<file path="config.mk">
export PLATFORM = sky130hd
export DESIGN_NAME = main_ctrl_fsm
export DESIGN_NICKNAME = d
export VERILOG_FILES = /design/src/rtl/ctrl_pkg.sv /design/src/rtl/main_ctrl_decode.sv /design/src/rtl/main_ctrl_fsm.sv
export SDC_FILE = /design/constraint.sdc
export NUM_CORES = 1
export LEC_CHECK = 0
export BUFFER_PORTS_ARGS = -buffer_cell sky130_fd_sc_hd__buf_2
export CORE_MARGIN = 5
export CORE_UTILIZATION = 40
export CTS_BUF_LIST = sky130_fd_sc_hd__clkbuf_8
export CTS_CLUSTER_DIAMETER = 30
export DETAILED_ROUTE_END_ITERATION = 6
export PLACE_DENSITY = 0.76
export SYNTH_ARGS = -nofsm -noshare
export SYNTH_HDL_FRONTEND = slang
export SYNTH_SLANG_ARGS = --single-unit
</file>
<file path="constraint.sdc">
create_clock -name clk -period 1.1 [get_ports clk]
set_input_delay 0.11 -clock clk [delete_from_list [all_inputs] [get_ports clk]]
set_output_delay 0.11 -clock clk [all_outputs]
set_load 0.005 [all_outputs]
</file>
<file path="src/rtl/ctrl_pkg.sv">
// Shared encodings for the multicycle MIPS control path: FSM states, opcodes,
// ALU/mux select codes and the packed control word driven by the state decoder.
package ctrl_pkg;

  localparam int unsigned STATE_W = 4;
  localparam int unsigned OP_W    = 6;
  localparam int unsigned ALUOP_W = 3;
  localparam int unsigned SEL_W   = 2;

  typedef enum logic [STATE_W-1:0] {
    S_FETCH   = 4'd0,
    S_DECODE  = 4'd1,
    S_MEMADR  = 4'd2,
    S_MEMRD   = 4'd3,
    S_MEMWB   = 4'd4,
    S_MEMWR   = 4'd5,
    S_EXEC    = 4'd6,
    S_RTYPEWB = 4'd7,
    S_BRANCH  = 4'd8,
    S_JUMP    = 4'd9,
    S_ADDIEX  = 4'd10,
    S_ADDIWB  = 4'd11
  } state_t;

  localparam logic [OP_W-1:0] OP_RTYPE = 6'h00;
  localparam logic [OP_W-1:0] OP_LW    = 6'h23;
  localparam logic [OP_W-1:0] OP_SW    = 6'h2B;
  localparam logic [OP_W-1:0] OP_BEQ   = 6'h04;
  localparam logic [OP_W-1:0] OP_J     = 6'h02;
  localparam logic [OP_W-1:0] OP_ADDI  = 6'h08;

  localparam logic [ALUOP_W-1:0] ALUOP_ADD   = 3'd0;
  localparam logic [ALUOP_W-1:0] ALUOP_SUB   = 3'd1;
  localparam logic [ALUOP_W-1:0] ALUOP_FUNCT = 3'd2;

  localparam logic [SEL_W-1:0] ALUSRCB_B      = 2'd0;
  localparam logic [SEL_W-1:0] ALUSRCB_FOUR   = 2'd1;
  localparam logic [SEL_W-1:0] ALUSRCB_IMM    = 2'd2;
  localparam logic [SEL_W-1:0] ALUSRCB_IMM_SH = 2'd3;

  localparam logic [SEL_W-1:0] PCSRC_ALU    = 2'd0;
  localparam logic [SEL_W-1:0] PCSRC_ALUOUT = 2'd1;
  localparam logic [SEL_W-1:0] PCSRC_JUMP   = 2'd2;

  // Every datapath enable/select for one state, plus the retire marker.
  typedef struct packed {
    logic               pcwrite;
    logic               pcwritecond;
    logic               iord;
    logic               memread;
    logic               memwrite;
    logic               irwrite;
    logic               memtoreg;
    logic               regdst;
    logic               regwrite;
    logic               alusrca;
    logic [SEL_W-1:0]   alusrcb;
    logic [ALUOP_W-1:0] aluop;
    logic [SEL_W-1:0]   pcsource;
    logic               done;
  } ctrl_t;

endpackage

</file>
<file path="src/rtl/main_ctrl_decode.sv">
// Combinational Moore decode: current state to the full control word.
// ADDIEX/ADDIWB decode only when MAIN_CTRL_ADDI_EN is defined.
module main_ctrl_decode
  import ctrl_pkg::*;
(
  input  state_t state,
  output ctrl_t  ctrl
);

  always_comb begin
    ctrl = '0;
    case (state)
      S_FETCH: begin
        ctrl.memread  = 1'b1;
        ctrl.irwrite  = 1'b1;
        ctrl.pcwrite  = 1'b1;
        ctrl.alusrcb  = ALUSRCB_FOUR;
        ctrl.aluop    = ALUOP_ADD;
        ctrl.pcsource = PCSRC_ALU;
      end
      S_DECODE: begin
        ctrl.alusrcb = ALUSRCB_IMM_SH;
        ctrl.aluop   = ALUOP_ADD;
      end
      S_MEMADR: begin
        ctrl.alusrca = 1'b1;
        ctrl.alusrcb = ALUSRCB_IMM;
        ctrl.aluop   = ALUOP_ADD;
      end
      S_MEMRD: begin
        ctrl.memread = 1'b1;
        ctrl.iord    = 1'b1;
      end
      S_MEMWR: begin
        ctrl.memwrite = 1'b1;
        ctrl.iord     = 1'b1;
        ctrl.done     = 1'b1;
      end
      S_MEMWB: begin
        ctrl.regwrite = 1'b1;
        ctrl.memtoreg = 1'b1;
        ctrl.done     = 1'b1;
      end
      S_EXEC: begin
        ctrl.alusrca = 1'b1;
        ctrl.alusrcb = ALUSRCB_B;
        ctrl.aluop   = ALUOP_FUNCT;
      end
      S_RTYPEWB: begin
        ctrl.regwrite = 1'b1;
        ctrl.regdst   = 1'b1;
        ctrl.done     = 1'b1;
      end
      S_BRANCH: begin
        ctrl.alusrca     = 1'b1;
        ctrl.alusrcb     = ALUSRCB_B;
        ctrl.aluop       = ALUOP_SUB;
        ctrl.pcwritecond = 1'b1;
        ctrl.pcsource    = PCSRC_ALUOUT;
        ctrl.done        = 1'b1;
      end
      S_JUMP: begin
        ctrl.pcwrite  = 1'b1;
        ctrl.pcsource = PCSRC_JUMP;
        ctrl.done     = 1'b1;
      end
`ifdef MAIN_CTRL_ADDI_EN
      S_ADDIEX: begin
        ctrl.alusrca = 1'b1;
        ctrl.alusrcb = ALUSRCB_IMM;
        ctrl.aluop   = ALUOP_ADD;
      end
      S_ADDIWB: begin
        ctrl.regwrite = 1'b1;
        ctrl.done     = 1'b1;
      end
`endif
      default: ctrl = '0;
    endcase
  end

endmodule

</file>
<file path="src/rtl/main_ctrl_fsm.sv">
// Multicycle MIPS main control FSM: next-state sequencing and sticky IllegalOp flag;
// per-state outputs come from main_ctrl_decode. Optional addi support: MAIN_CTRL_ADDI_EN.
module main_ctrl_fsm
  import ctrl_pkg::*;
(
  input  logic               clk,
  input  logic               rst,
  input  logic [OP_W-1:0]    Op,
  output logic               PCWrite,
  output logic               PCWriteCond,
  output logic               IorD,
  output logic               MemRead,
  output logic               MemWrite,
  output logic               IRWrite,
  output logic               MemtoReg,
  output logic               RegDst,
  output logic               RegWrite,
  output logic               ALUSrcA,
  output logic [SEL_W-1:0]   ALUSrcB,
  output logic [ALUOP_W-1:0] ALUOp,
  output logic [SEL_W-1:0]   PCSource,
  output logic [STATE_W-1:0] State,
  output logic               InstrDone,
  output logic               IllegalOp
);

  state_t state;
  state_t state_nxt;
  logic   illegal_c;
  ctrl_t  ctrl;

  always_ff @(posedge clk or posedge rst) begin
    if (rst) begin
      state <= S_FETCH;
    end else begin
      state <= state_nxt;
    end
  end

  // Next state; unused encodings (and addi states when compiled out) fall back to FETCH.
  always_comb begin
    state_nxt = S_FETCH;
    illegal_c = 1'b0;
    case (state)
      S_FETCH:  state_nxt = S_DECODE;
      S_DECODE: begin
        case (Op)
          OP_RTYPE:     state_nxt = S_EXEC;
          OP_LW, OP_SW: state_nxt = S_MEMADR;
          OP_BEQ:       state_nxt = S_BRANCH;
          OP_J:         state_nxt = S_JUMP;
          OP_ADDI: begin
`ifdef MAIN_CTRL_ADDI_EN
            state_nxt = S_ADDIEX;
`else
            illegal_c = 1'b1;
`endif
          end
          default:      illegal_c = 1'b1;
        endcase
      end
      S_MEMADR:  state_nxt = (Op == OP_SW) ? S_MEMWR : S_MEMRD;
      S_MEMRD:   state_nxt = S_MEMWB;
      S_EXEC:    state_nxt = S_RTYPEWB;
`ifdef MAIN_CTRL_ADDI_EN
      S_ADDIEX:  state_nxt = S_ADDIWB;
`endif
      default:   state_nxt = S_FETCH;
    endcase
  end

  // Sticky until reset.
  always_ff @(posedge clk or posedge rst) begin
    if (rst) begin
      IllegalOp <= 1'b0;
    end else if (illegal_c) begin
      IllegalOp <= 1'b1;
    end
  end

  main_ctrl_decode u_decode (
    .state (state),
    .ctrl  (ctrl)
  );

  assign PCWrite     = ctrl.pcwrite;
  assign PCWriteCond = ctrl.pcwritecond;
  assign IorD        = ctrl.iord;
  assign MemRead     = ctrl.memread;
  assign MemWrite    = ctrl.memwrite;
  assign IRWrite     = ctrl.irwrite;
  assign MemtoReg    = ctrl.memtoreg;
  assign RegDst      = ctrl.regdst;
  assign RegWrite    = ctrl.regwrite;
  assign ALUSrcA     = ctrl.alusrca;
  assign ALUSrcB     = ctrl.alusrcb;
  assign ALUOp       = ctrl.aluop;
  assign PCSource    = ctrl.pcsource;
  assign State       = state;
  // An illegal opcode retires in DECODE.
  assign InstrDone   = ctrl.done | illegal_c;

endmodule

</file>
==> metrics.md <==
| Metric | Value |
|---|---|
| Outcome | `finished, violations left` |
| Violated checks | `negative setup slack` |
| Syn_area_per_cell | `8.38 µm²` |
| Max Clock Skew | `0.00762 ns` |
| Netlist cell types | `34` |
| CTS buffer count | `3` |
| Tcrit/Tclk final | `125%` |
| Worst-path maximum fanout | `6` |
| PortBufs | `29` |
| Hold WS | `0.0972 ns` |
| Non-filler cells, final | `130` |
| Total grt overflow | `0` |
| PD cells | `1660 mW/mm²` |
| Via/cell ratio | `5.23` |
| Pleak | `0.501 nW` |
| Worst Hold End | `State[3]` |
| Top_reg_cell synth | `dfrtp_1` |
| Die Span X | `47.2 µm` |
| Post-route ant nets | `0` |
| Total GRT Usage | `19.3%` |
| Share of power burned in registers | `18.1%` |
| Post-synth EDFFs | `0` |
| CP Launch Type | `flop` |
| Clock power frac | `19.4%` |
| Total Neg Setup Slack | `-4.59 ns` |
| FF+latch count, synth | `5` |
| Vias in the first global route | `690` |
| Antenna Cells | `0` |
| Rows | `13` |
| Final Wtd Congestion | `0.855` |
| TritonCTS clock tree | `done` |
| Clock Tree Buf Depth | `2` |
| Placed insts | `118` |
| Overall power | `1.72 mW` |
| Post-route minimum period | `1.38 ns` |
| Worst Min Path Start | `Op[4]` |
| Switching pwr | `0.685 mW` |
| Hold path depth | `2` |
| Max-cap violations | `0` |
| Total core area | `0.00130 mm²` |
| End of the worst register-to-register path | `State[3]` |
| RSZ-0062 raised after global routing | `yes` |
| Nets | `124` |
| Combinational Power Share | `62.5%` |
| Fin util | `79.8%` |
| Root buffer cell | `clkbuf_8` |
| Final slew viol count | `0` |
| Die area | `0.00223 mm²` |
| Clk Latency, worst-skew pair | `0.22 ns` |
| Clock sink total | `5` |
| Cell area after synthesis | `553 µm²` |
| CP required | `0.99 ns` |
| Sw Share | `39.8%` |
| Initial antenna violation count | `0` |
| Worst R2R Start | `State[1]` |
| Clk slew on worst S/H paths | `0.04 ns` |
| Critical Path AT | `1.27 ns` |
| Fin. Hold Viols | `0` |
| I/O pins | `31` |
| Final WS setup | `-0.279 ns` |
| # DRC | `0` |
| Cells after synthesis | `66` |
| First-pass GRT wire length | `3010 µm` |
| Final setup violation count | `22` |
| Peak Freq | `725 MHz` |
| Critical path capture point type | `primary output` |
| Int Pwr | `1.04 mW` |
| H-tree Lvls | `1` |
| Drt total wl | `1970 µm` |
| Asr flop ratio synth | `100%` |
| Fraction of layout cells with a size suffix above 1 | `75.7%` |
| Pre-Repair DR Iteration Count | `4` |
| Mapped Nets | `74` |
| Peak supply drop | `1400 µV` |
| Area growth syn-to-layout | `87.8%` |
| Vias post-DR | `680` |
| Fillers | `90` |
| Reg2Reg Setup Slack | `-0.23 ns` |
| Cells on worst reg2reg path | `5` |
| Die span in y | `47.2 µm` |
| Seq/Total Area, Yosys | `22.6%` |
| Initial DRC count | `8` |
| Initial core utilization | `42.5%` |
| Hold Path Class | `input port to flop` |
| Largest net degree at the start of global routing | `10` |
| WS Path Type | `flop to primary output` |
| Dpl hpwl | `1380 µm` |
| Wirelength per Cell | `15.1 µm` |
| Synth warn | `0` |
cell type report:
| type | count | area, µm² | share of cell area [%] |
|---|---|---|---|
| Timing Repair Buffer | 52 | 354 | 34.1 |
| Clock buffer | 3 | 41.3 | 3.98 |
| Sequential cell | 5 | 130 | 12.5 |
| Clock inverter | 1 | 3.75 | 0.361 |
| Inverter | 4 | 20.0 | 1.93 |
| Multi-Input combinational cell | 50 | 470 | 45.3 |
| Tap cell | 15 | 18.8 | 1.81 |
critical path: stages, from the launching register on:
cell and delay [ns]:
dfrtp_2 0.47, buf_4 0.17, inv_6 0.08, nand2_2 0.08
nor2_1 0.12, buf_2 0.12
cell families (layout without fill, tap and decap cells):
group                     Yosys count  in the layout  share of synthesized area [%]
and+or+nand+nor                    31             31                           36.9
DFF                                 5              5                           22.6
xor gates and xnor gates            4              4                           6.34
buffers and inverters              11             60                           12.7
AOI/OAI and AO/OA                  14             14                           20.8
other                               1              1                          0.678
cells in the final DEF, fill, tap and decap left out, types with 2 or more instances in the layout:
master     n
nor2_1     3
a21oi_1    3
nor3_2     7
xnor2_1    2
nor2_2     2
buf_2     29
nor3_4     2
dfrtp_2    4
buf_4     13
nand2_2    2
nand2_1    2
clkbuf_8   3
buf_6      9
inv_1      3
worst max-delay path by stage:
stage / startpoint / endpoint / slack (ns) / cells past startpoint
after floorplan: State[0] / PCSource[0] / -0.009 / 4
after global placement: State[0] / ALUSrcB[1] / -0.08 / 3
after detailed placement: State[1] / State[3] / -0.12 / 4
after CTS: State[1] / IRWrite / -0.25 / 3
after global routing: State[1] / PCSource[1] / -0.33 / 5
final: State[1] / PCSource[1] / -0.28 / 5
registers in the layout (all words and copies together) (netlist names):
| register | cells |
|---|---|
| State | 4 |
| IllegalOp | 1 |
per-layer routing:
layer  track usage (%)  up-vias  wire, µm
met5                 0        -         0
met1              20.6      309       744
li1                  -      335         -
met4              12.2        0        56
met3              3.83        8       131
met2              34.4       28      1030
synthesized netlist by cell type (all sizes together) (2+ instances only):
library cell / n / area [µm²]
nand2b: 3 / 18.8
inv: 4 / 15.0
buf: 7 / 55.1
dfrtp: 5 / 125
nand2: 4 / 17.5
nor3: 10 / 65.1
xor2: 2 / 17.5
nor2: 5 / 18.8
a21oi: 3 / 15.0
xnor2: 2 / 17.5
nor4: 2 / 12.5
o21ai: 2 / 10.0
metrics by stage:
stage,area [µm²],setup slack [ns]
floorplan,574,-0.00946
global placement,793,-0.0762
detailed placement,793,-0.121
CTS,983,-0.251
global route,1040,-0.334
finish,1040,-0.279
power groups by stage:
| stage | clock network (mW) | logic [mW] | registers [mW] |
|---|---|---|---|
| 6_report | 0.334 | 1.08 | 0.312 |
| 5_1_grt | 0.361 | 1.17 | 0.316 |
| 4_1_cts | 0.335 | 0.999 | 0.303 |
| 3_5_place_dp | 0 | 0.851 | 0.284 |
| 3_3_place_gp | 0 | 0.826 | 0.281 |
| 2_1_floorplan | 0 | 0.511 | 0.239 |
repair_timing:
item | CTS | global route
endpoints found under the hold margin | 5 | 0
gates resized for setup | 25 | 13
buffers inserted | 7 | 0
hold buffers | 1 | 0
setup endpoints to repair | 21 | 22
pin swaps | 6 | 3
Note: power is estimated with default switching activity, not from simulation.
